[src/rtl/paddsb_seq_pkg.sv]
// Shared definitions for the sequential nibble adder.
// Op codes, FSM states and saturation constants.
package paddsb_seq_defs;

  localparam int NIB_W = 4;
  localparam int NNIB_N = 4;
  localparam int DW_W = NIB_W * NNIB_N;

  localparam logic [1:0] OP_ADD = 2'b00;
  localparam logic [1:0] OP_SUB = 2'b01;
  localparam logic [1:0] OP_PADDSB = 2'b10;

  typedef enum logic [1:0] {
    S_IDLE = 2'b00,
    S_RUN  = 2'b01,
    S_DONE = 2'b10
  } state_e;

  localparam logic [15:0] SAT_POS = 16'h7FFF;
  localparam logic [15:0] SAT_NEG = 16'h8000;
  localparam logic [3:0] NIB_SAT = 4'hF;

endpackage

[src/rtl/cla_4bit.sv]
// 4-bit carry-lookahead adder slice.
// sub inverts b and forces a carry-in.
module cla_4bit (
  input  logic [3:0] a,
  input  logic [3:0] b,
  input  logic       cin,
  input  logic       sub,
  output logic [3:0] sum,
  output logic       cout
);

  logic [3:0] bb;
  logic [3:0] g;
  logic [3:0] p;
  logic [4:0] c;

  // generate/propagate and lookahead carries
  always_comb begin
    bb = b ^ {4{sub}};
    g = a & bb;
    p = a ^ bb;
    c[0] = cin | sub;
    c[1] = g[0] | (p[0] & c[0]);
    c[2] = g[1] | (p[1] & g[0])
         | (p[1] & p[0] & c[0]);
    c[3] = g[2] | (p[2] & g[1])
         | (p[2] & p[1] & g[0])
         | (p[2] & p[1] & p[0] & c[0]);
    c[4] = g[3] | (p[3] & g[2])
         | (p[3] & p[2] & g[1])
         | (p[3] & p[2] & p[1] & g[0])
         | (p[3] & p[2] & p[1] & p[0] & c[0]);
    sum = p ^ c[3:0];
    cout = c[4];
  end

endmodule

[src/rtl/paddsb_seq.sv]
// Multi-cycle saturating adder sharing one cla_4bit
// across four nibbles, least significant first.
module paddsb_seq
  import paddsb_seq_defs::*;
#(
  parameter int NIB = 4,
  parameter int NNIB = 4
) (
  input  logic                clk,
  input  logic                rst,
  input  logic                start,
  input  logic [1:0]          op,
  input  logic [NIB*NNIB-1:0] a,
  input  logic [NIB*NNIB-1:0] b,
  output logic                busy,
  output logic                done,
  output logic [NIB*NNIB-1:0] result,
  output logic                ovfl
);

  localparam int DW = NIB * NNIB;

  state_e state;
  state_e state_d;

  logic [DW-1:0] a_lat;
  logic [DW-1:0] b_lat;
  logic [1:0] op_lat;
  logic [1:0] idx;
  logic carry;
  logic sat;
  logic [DW-NIB-1:0] nq;

  logic accept;
  logic last;
  logic is_pad;
  logic [NIB-1:0] nib_a;
  logic [NIB-1:0] nib_b;
  logic cin;
  logic [NIB-1:0] s;
  logic co;
  logic [NIB-1:0] nib_st;
  logic [DW-1:0] raw;
  logic sovf;
  logic [DW-1:0] fin_res;
  logic fin_ovfl;

  assign accept = start && (state != S_RUN);
  assign last = (idx == 2'(NNIB - 1));
  assign is_pad = (op_lat == OP_PADDSB);

  // nibble select, live slice sum and final result
  always_comb begin
    nib_a = a_lat[idx*NIB +: NIB];
    nib_b = b_lat[idx*NIB +: NIB];
    cin = is_pad ? 1'b0 : carry;
    nib_st = (is_pad && co) ? NIB_SAT : s;
    raw = {s, nq};
    sovf = (a_lat[DW-1] == b_lat[DW-1])
        && (raw[DW-1] != a_lat[DW-1]);
    fin_res = raw;
    fin_ovfl = 1'b0;
    if (is_pad) begin
      fin_res = {nib_st, nq};
      fin_ovfl = sat | co;
    end else if (sovf) begin
      fin_res = a_lat[DW-1] ? SAT_NEG : SAT_POS;
      fin_ovfl = 1'b1;
    end
  end

  cla_4bit u_cla (
    .a    (nib_a),
    .b    (nib_b),
    .cin  (cin),
    .sub  (1'b0),
    .sum  (s),
    .cout (co)
  );

  // state register
  always_ff @(posedge clk or posedge rst) begin
    if (rst) state <= S_IDLE;
    else state <= state_d;
  end

  // next state and handshake outputs
  always_comb begin
    state_d = state;
    busy = 1'b0;
    done = 1'b0;
    unique case (state)
      S_IDLE: if (start) state_d = S_RUN;
      S_RUN: begin
        busy = 1'b1;
        if (last) state_d = S_DONE;
      end
      S_DONE: begin
        done = 1'b1;
        state_d = start ? S_RUN : S_IDLE;
      end
      default: state_d = S_IDLE;
    endcase
  end

  // operand latch, nibble sequencing and result capture
  always_ff @(posedge clk or posedge rst) begin
    if (rst) begin
      a_lat <= '0;
      b_lat <= '0;
      op_lat <= OP_ADD;
      idx <= 2'd0;
      carry <= 1'b0;
      sat <= 1'b0;
      nq <= '0;
      result <= '0;
      ovfl <= 1'b0;
    end else if (accept) begin
      a_lat <= a;
      b_lat <= (op == OP_SUB) ? ~b : b;
      op_lat <= op;
      idx <= 2'd0;
      carry <= (op == OP_SUB);
      sat <= 1'b0;
    end else if (state == S_RUN) begin
      carry <= co;
      idx <= idx + 2'd1;
      if (last) begin
        result <= fin_res;
        ovfl <= fin_ovfl;
      end else begin
        nq[idx*NIB +: NIB] <= nib_st;
        sat <= sat | (is_pad & co);
      end
    end
  end

endmodule
[config.mk]
export PLATFORM = sky130hd
export DESIGN_NAME = paddsb_seq
export DESIGN_NICKNAME = d
export VERILOG_FILES = /design/src/rtl/paddsb_seq_pkg.sv /design/src/rtl/cla_4bit.sv /design/src/rtl/paddsb_seq.sv
export SDC_FILE = /design/constraint.sdc
export NUM_CORES = 1
export LEC_CHECK = 0
export CORE_MARGIN = 5
export CORE_UTILIZATION = 57
export DETAILED_ROUTE_END_ITERATION = 8
export HOLD_SLACK_MARGIN = 0.12
export PLACE_DENSITY = 0.85
export SLEW_MARGIN = 25
export SYNTH_ARGS = -nofsm -noshare
export SYNTH_HDL_FRONTEND = slang
export SYNTH_SLANG_ARGS = --single-unit
[constraint.sdc]
create_clock -name clk -period 5.94 [get_ports clk]
set_input_delay 1.188 -clock clk [delete_from_list [all_inputs] [get_ports clk]]
set_output_delay 1.188 -clock clk [all_outputs]
set_load 0.01 [all_outputs]
* After elaboration in Yosys (flattened, before gate mapping)
Index checks and enable logic that the tools add are counted.
** Word-level totals
- Input port bits :: 37
- Word-level logic and storage cells :: 93
- Output and inout bits :: 19
- Register bits :: 69
** Operators by class
- Add/sub/neg operators :: 2
- Bitwise gates (word level) :: 35
- Equal/unequal tests :: 11
- Multiplexer cells :: 22
- Shift operators :: 4
- Reductions and logical operators :: 9
** Operators by type and width (count)
- 2-to-1 mux 16 bit :: 4
- negator 4 -> 34 bit :: 1
- variable shift 4 x 34 -> 12 bit (first input constant) :: 1
- variable part select 4 x 34 -> 12 bit :: 1
- variable part select 16 x 5 -> 4 bit :: 2
- bitwise AND 1 bit :: 17
- NOT 16 bit :: 1
- bitwise mux 12 bit :: 1
- bitwise OR 1 bit :: 12
- 2-to-1 mux 1 bit :: 11
- 2-to-1 mux 2 bit :: 4
- XOR 4 bit :: 2
- equality test 2 bit (second input constant) :: 3
- inequality test 2 bit (second input constant) :: 3
- one-hot mux 2 bit (3 select lines) :: 1
- AND reduction 3 bit :: 2
- bitwise AND 4 bit :: 1
- equality test 2 x 1 -> 1 bit (second input constant) :: 2
- 2-to-1 mux 4 bit :: 1
- AND reduction 2 bit :: 2
- logical AND 1 bit :: 3
- adder 2 x 1 -> 2 bit (second input constant) :: 1
- zero test 2 bit :: 1
- inequality test 2 x 1 -> 1 bit (second input constant) :: 1
- other kinds (4) :: 5

* Logic depth before layout (Yosys ltp)
- Depth in word-level cells :: 12
- Gate-level depth with buffers :: 9

* Modules after synthesis
A second synthesis with hierarchy kept.
** Second synthesis, totals
- Cell total of the unflattened synthesis :: 334
- Area, all modules :: 3651.0 sq um
** Modules (own cells, without submodules)
- paddsb_seq :: cells each 306, area an instance 3413.3 sq um, instances 1, sequential area each 1726.7 sq um
- cla_4bit :: cells each 28, area an instance 237.7 sq um, instances 1, sequential area each 0.0 sq um

* Worst setup path before layout
Ideal clock, no wire load.
- Path type :: register to register
- Start :: register idx[0]
- End :: register result[6]
- Arrival :: 3099 ps
- Slack :: 2718 ps
- Data required time :: 5817 ps
- Period minus slack after synthesis :: 3222 ps
- Stages on the path, launching flop included :: 10
- Cell sequence :: dfrtp_1 buf_1 mux4_2 ha_1 a311o_1 a21oi_2 xnor2_1 or4_4 buf_6 o221a_2
** On the way
- Word-level cells in the longest chain between the ends :: 11
** RTL lines
- start, declared :: RTL line paddsb_seq.sv:29 : logic [1:0] idx;
- start signal, assigned :: RTL line paddsb_seq.sv:127 : idx <= idx + 2'd1;
- variable part select 16 x 5 -> 4 bit (on tied branches) :: RTL line paddsb_seq.sv:54, paddsb_seq.sv:55
- XOR 4 bit / bitwise AND 4 bit (equally long branches) :: RTL line cla_4bit.sv:21, cla_4bit.sv:20
- bitwise AND 1 bit (on tied branches) :: RTL line cla_4bit.sv:26, cla_4bit.sv:27, cla_4bit.sv:28
- bitwise OR 1 bit, or another cell as far along :: RTL line cla_4bit.sv:26 : c[3] = g[2] | (p[2] & g[1])
- bitwise OR 1 bit / bitwise AND 1 bit (equally long branches) :: RTL line cla_4bit.sv:27, cla_4bit.sv:28
- bitwise OR 1 bit :: RTL line cla_4bit.sv:28 : | (p[2] & p[1] & p[0] & c[0]);
- XOR 4 bit :: RTL line cla_4bit.sv:33 : sum = p ^ c[3:0];
- inequality test 1 bit :: RTL line paddsb_seq.sv:60 : && (raw[DW-1] != a_lat[DW-1]);
- logical AND 1 bit :: RTL line paddsb_seq.sv:60
- 2-to-1 mux 16 bit :: RTL line paddsb_seq.sv:66 : end else if (sovf) begin
- 2-to-1 mux 16 bit :: RTL line paddsb_seq.sv:63 : if (is_pad) begin
- end signal, assigned :: RTL line paddsb_seq.sv:129 : result <= fin_res;
- end, declared :: RTL line paddsb_seq.sv:17 : output logic [NIB*NNIB-1:0] result,
Several ways; a longest one is shown, not always the timed one.
A chain may end at the register's enable or synchronous reset.

* Worst setup path after layout
- Start :: register idx[0]
- End :: register result[11]
The elaborated chain is that of the path after synthesis.

==> out/summary.txt <==
RUN STATUS
--------------------------------------------------------------------------------
Run status                                                          finished clean

POWER
--------------------------------------------------------------------------------
Sw Share                                                                   0.402
Clock network fraction of total power                                      0.148
Sequential power share                                                     0.328
Worst ir drop on vdd                                                    0.300 mV
Net switching power of the design                                        1.04 mW
Pwr/cell area                                                         629 nW/um2
Combinational Power Share                                                  0.524
Internal power                                                           1.55 mW
Leakage power of the design                                              1.76 nW

FLOORPLAN
--------------------------------------------------------------------------------
Height of the chip                                                       86.4 um
Row cnt                                                                       27
Starting Density                                                           0.596
Total Die Area                                                          7460 um2
Width of the chip                                                        86.4 um
I/O pin count                                                                 56
Core area                                                               5570 um2

FINISH
--------------------------------------------------------------------------------
Number of nets in the layout                                                 391
Synth-to-Final Area Change                                                 24.2%
Diode count                                                                    0
Share of post-route cells with drive strength above 1                      0.181
Non-Filler Cell Area, Final                                             4130 um2

PLACED DESIGN
--------------------------------------------------------------------------------
Port Buffers                                                                  55
RePlAce Congestion                                                         0.912
Area after detailed placement                                           3930 um2
Worst setup timing slack at the placement stage                          2.59 ns
Detail Placement HPWL                                                    5020 um

WORST HOLD PATH
--------------------------------------------------------------------------------
Class of the tightest hold or removal check                              reg2reg

DETAILED ROUTING
--------------------------------------------------------------------------------
Total number of vias                                                        2385
Via-to-Cell Ratio                                                           5.68
Aggregate routed wire length                                             6870 um
Iter 0 DRT Violations                                                        159
DRC violation count after routing                                              0
Per-cell routed wire length                                              16.4 um
TritonRoute pass-1 iters                                                       4
Post-route ant nets                                                            0

WORST SETUP PATH
--------------------------------------------------------------------------------
Cell class contributing the biggest share of worst-path delay         flip-flops
CP endpoint kind                                                            flop
Cells along the critical path                                       mux4_2 > ha_1 > a311o_1 > a21oi_2 > xnor2_1 > or4_4 > o221a_2
Setup slack on the worst flop-to-flop path                               2.62 ns
Peak per-stage delay on the critical path                                0.82 ns
Worst setup path class                                                   reg2reg
Worst Setup Start Kind                                                      flop
Worst path buffer plus inverter count                                          0
Data arrival time of the worst path                                      3.54 ns
Slowest cell on crit path                                                dfrtp_1
Crit-path max FO                                                              15
CP required                                                              6.16 ns

GRT
--------------------------------------------------------------------------------
GR peak layer                                                               met2
Global routing met1 resource utilization                                   0.244
Global routing met3 resource utilization                                  0.0409
Routing usage on met2                                                      0.356
Number of antenna violations at the first check in global routing              0
Remaining Overflow, GRT                                                        0
All-Layer GR Usage                                                         0.203
Pin count of the biggest net entering global routing                          70
Via count of the first global-routing pass                                  2496
Wire length of the first global-routing pass                            11900 um

SYNTHESIS
--------------------------------------------------------------------------------
Synth Area per Inst                                                     11.5 um2
Yosys reg bits                                                                69
Count of unique library cells instantiated by Yosys                           40
Fraction of registers with async set/reset                                  1.00
Gate count after technology mapping                                          288
Portion of the post-synthesis area used by sequential elements             0.519
Net count after synthesis                                                    335
Number of synthesis warnings                                                   0
Netlist area before placement                                           3320 um2
Most used DFF post-synth                                                 dfrtp_1
Number of enable flip-flop cells after synthesis                               0

RUN
--------------------------------------------------------------------------------
Max capacitance violation total                                                0

CLOCK NETWORK
--------------------------------------------------------------------------------
Clock latency reported for the late side of the worst-skew pair          0.33 ns
Clock tree root driver cell                                             clkbuf_8
CTS HTree Levels                                                               3
Cts bufs inserted                                                              9
Post-cts sizing count                                                          0
Count of hold buffers inserted by post-cts repair                              0
Post-CTS setup-driven buffer insertion count                                   0
Clk sinks                                                                     69
Clk pin slew, worst setup/hold paths                                     0.07 ns
CTS tree                                                                     yes
Buffer depth of the longest clock path                                         2

STA
--------------------------------------------------------------------------------
RSZ-0062 raised after global routing                                       false
Max-slew violation count                                                       0
Final TNS setup                                                             0 ns
# setup viols final                                                            0
Worst clock skew on the final layout                                  0.00841 ns
Final cycle utilization of the critical path                               0.560
Hold_ws                                                                 0.479 ns
Final-report hold violation count                                              0
Relative max-transition margin                                             0.324
Worst-Margin Slew                                                        1.01 ns
Final Worst Setup Slack                                                  2.62 ns
Upper clock frequency limit                                              301 MHz
Final Critical Period                                                    3.32 ns

[per-stage QoR]
| step | total power [mW] | utilization | std cells |
|---|---|---|---|
| finish | 2.60 | 0.741 | 420 |
| global route | 2.80 | 0.741 | 420 |
| floorplan | 1.79 | - | 288 |
| detailed placement | 2.21 | 0.705 | 405 |
| global placement | 2.15 | 0.705 | 405 |
| CTS | 2.61 | 0.741 | 420 |
[final timing paths]
| check | from | endpoint | cells after the start |
|---|---|---|---|
| setup / recovery | idx[0] | result[11] | 7 |
| hold / removal | b_lat[14] | b_lat[14] | 2 |
| setup reg to reg | idx[0] | result[11] | 7 |
| hold reg to reg | b_lat[14] | b_lat[14] | 2 |
| max in group asynchronous | rst | result[15] | 3 |
| min in group asynchronous | rst | result[8] | 3 |
[power by group through the flow]
stage                     logic, mW  registers [mW]  clock network [mW]
after floorplan               0.974           0.820                   0
after global placement         1.30           0.850                   0
after detailed placement       1.35           0.865                   0
after CTS                      1.36           0.857               0.388
after global routing           1.50           0.889               0.408
final                          1.36           0.852               0.384
[worst reg2reg max path, delay by kind of cell (launching register included)]
kind	cells	cell delay [ns]
adder cells (fa/ha/maj)	1	0.30
multiplexers	1	0.61
flip-flops	1	0.82
AO/OA/AOI/OAI	3	0.71
AND/OR/NAND/NOR	1	0.64
XOR/XNOR	1	0.13
[cell type report]
| type | instances | area [um2] |
|---|---|---|
| Timing Repair Buffer | 57 | 566 |
| Inverter | 11 | 41.3 |
| Multi-Input combinational cell | 196 | 1510 |
| Clock buffer | 11 | 151 |
| Tap cell | 72 | 90.1 |
| Sequential cell | 69 | 1730 |
| Fill cell | 408 | 1450 |
| Clock inverter | 4 | 47.5 |
[per-layer routing]
layer / vias up / wire length, um
met5: - / 0
met4: 0 / 123
met3: 11 / 374
met2: 71 / 3600
met1: 1157 / 2770
li1: 1146 / -
[cell usage after synthesis (2+ instances only)]
library cell	number	share of area
dfrtp_1	69	0.52
nand2_1	41	0.046
o21ai_0	31	0.047
mux2_2	18	0.061
xnor2_1	17	0.045
o221a_2	12	0.041
inv_1	11	0.012
ha_1	9	0.034
nor2_1	9	0.010
clkbuf_1	8	0.0090
mux4_2	8	0.054
nand2b_1	4	0.0075
nand3_1	4	0.0060
o31ai_1	4	0.0090
a21oi_1	3	0.0045
buf_1	3	0.0034
nor2b_1	3	0.0056
nor3_1	3	0.0045
or2_2	3	0.0056
or3_1	3	0.0056
a21o_1	2	0.0045
mux2i_1	2	0.0060
o22ai_1	2	0.0038
o41ai_1	2	0.0053
xor2_1	2	0.0053
[cells in the final DEF, fill, tap and decap left out, types with 10 or more instances in the layout]
master and count:
inv_1 10, nand2_1 41, o21ai_0 31, mux2_2 18
xnor2_1 17, clkdlybuf4s50_1 55, dfrtp_1 69, clkbuf_8 11
o221a_2 12
[flip-flops by register name, summed over array words and instances, names as in the netlist, 2 cells and up]
| signal | count |
|---|---|
| result | 16 |
| op_lat | 2 |
| idx | 2 |
| state | 2 |
| b_lat | 16 |
| a_lat | 16 |
| nq | 12 |
[cell families after synthesis]
family | count (synthesis) | synth area share
compound gates | 66 | 0.140
xor+xnor | 19 | 0.0501
fa+ha+maj | 10 | 0.0399
buf+inv | 23 | 0.0282
flops | 69 | 0.519
mux | 28 | 0.121
simple gates | 73 | 0.101
Power figures use the tool's default switching activity.
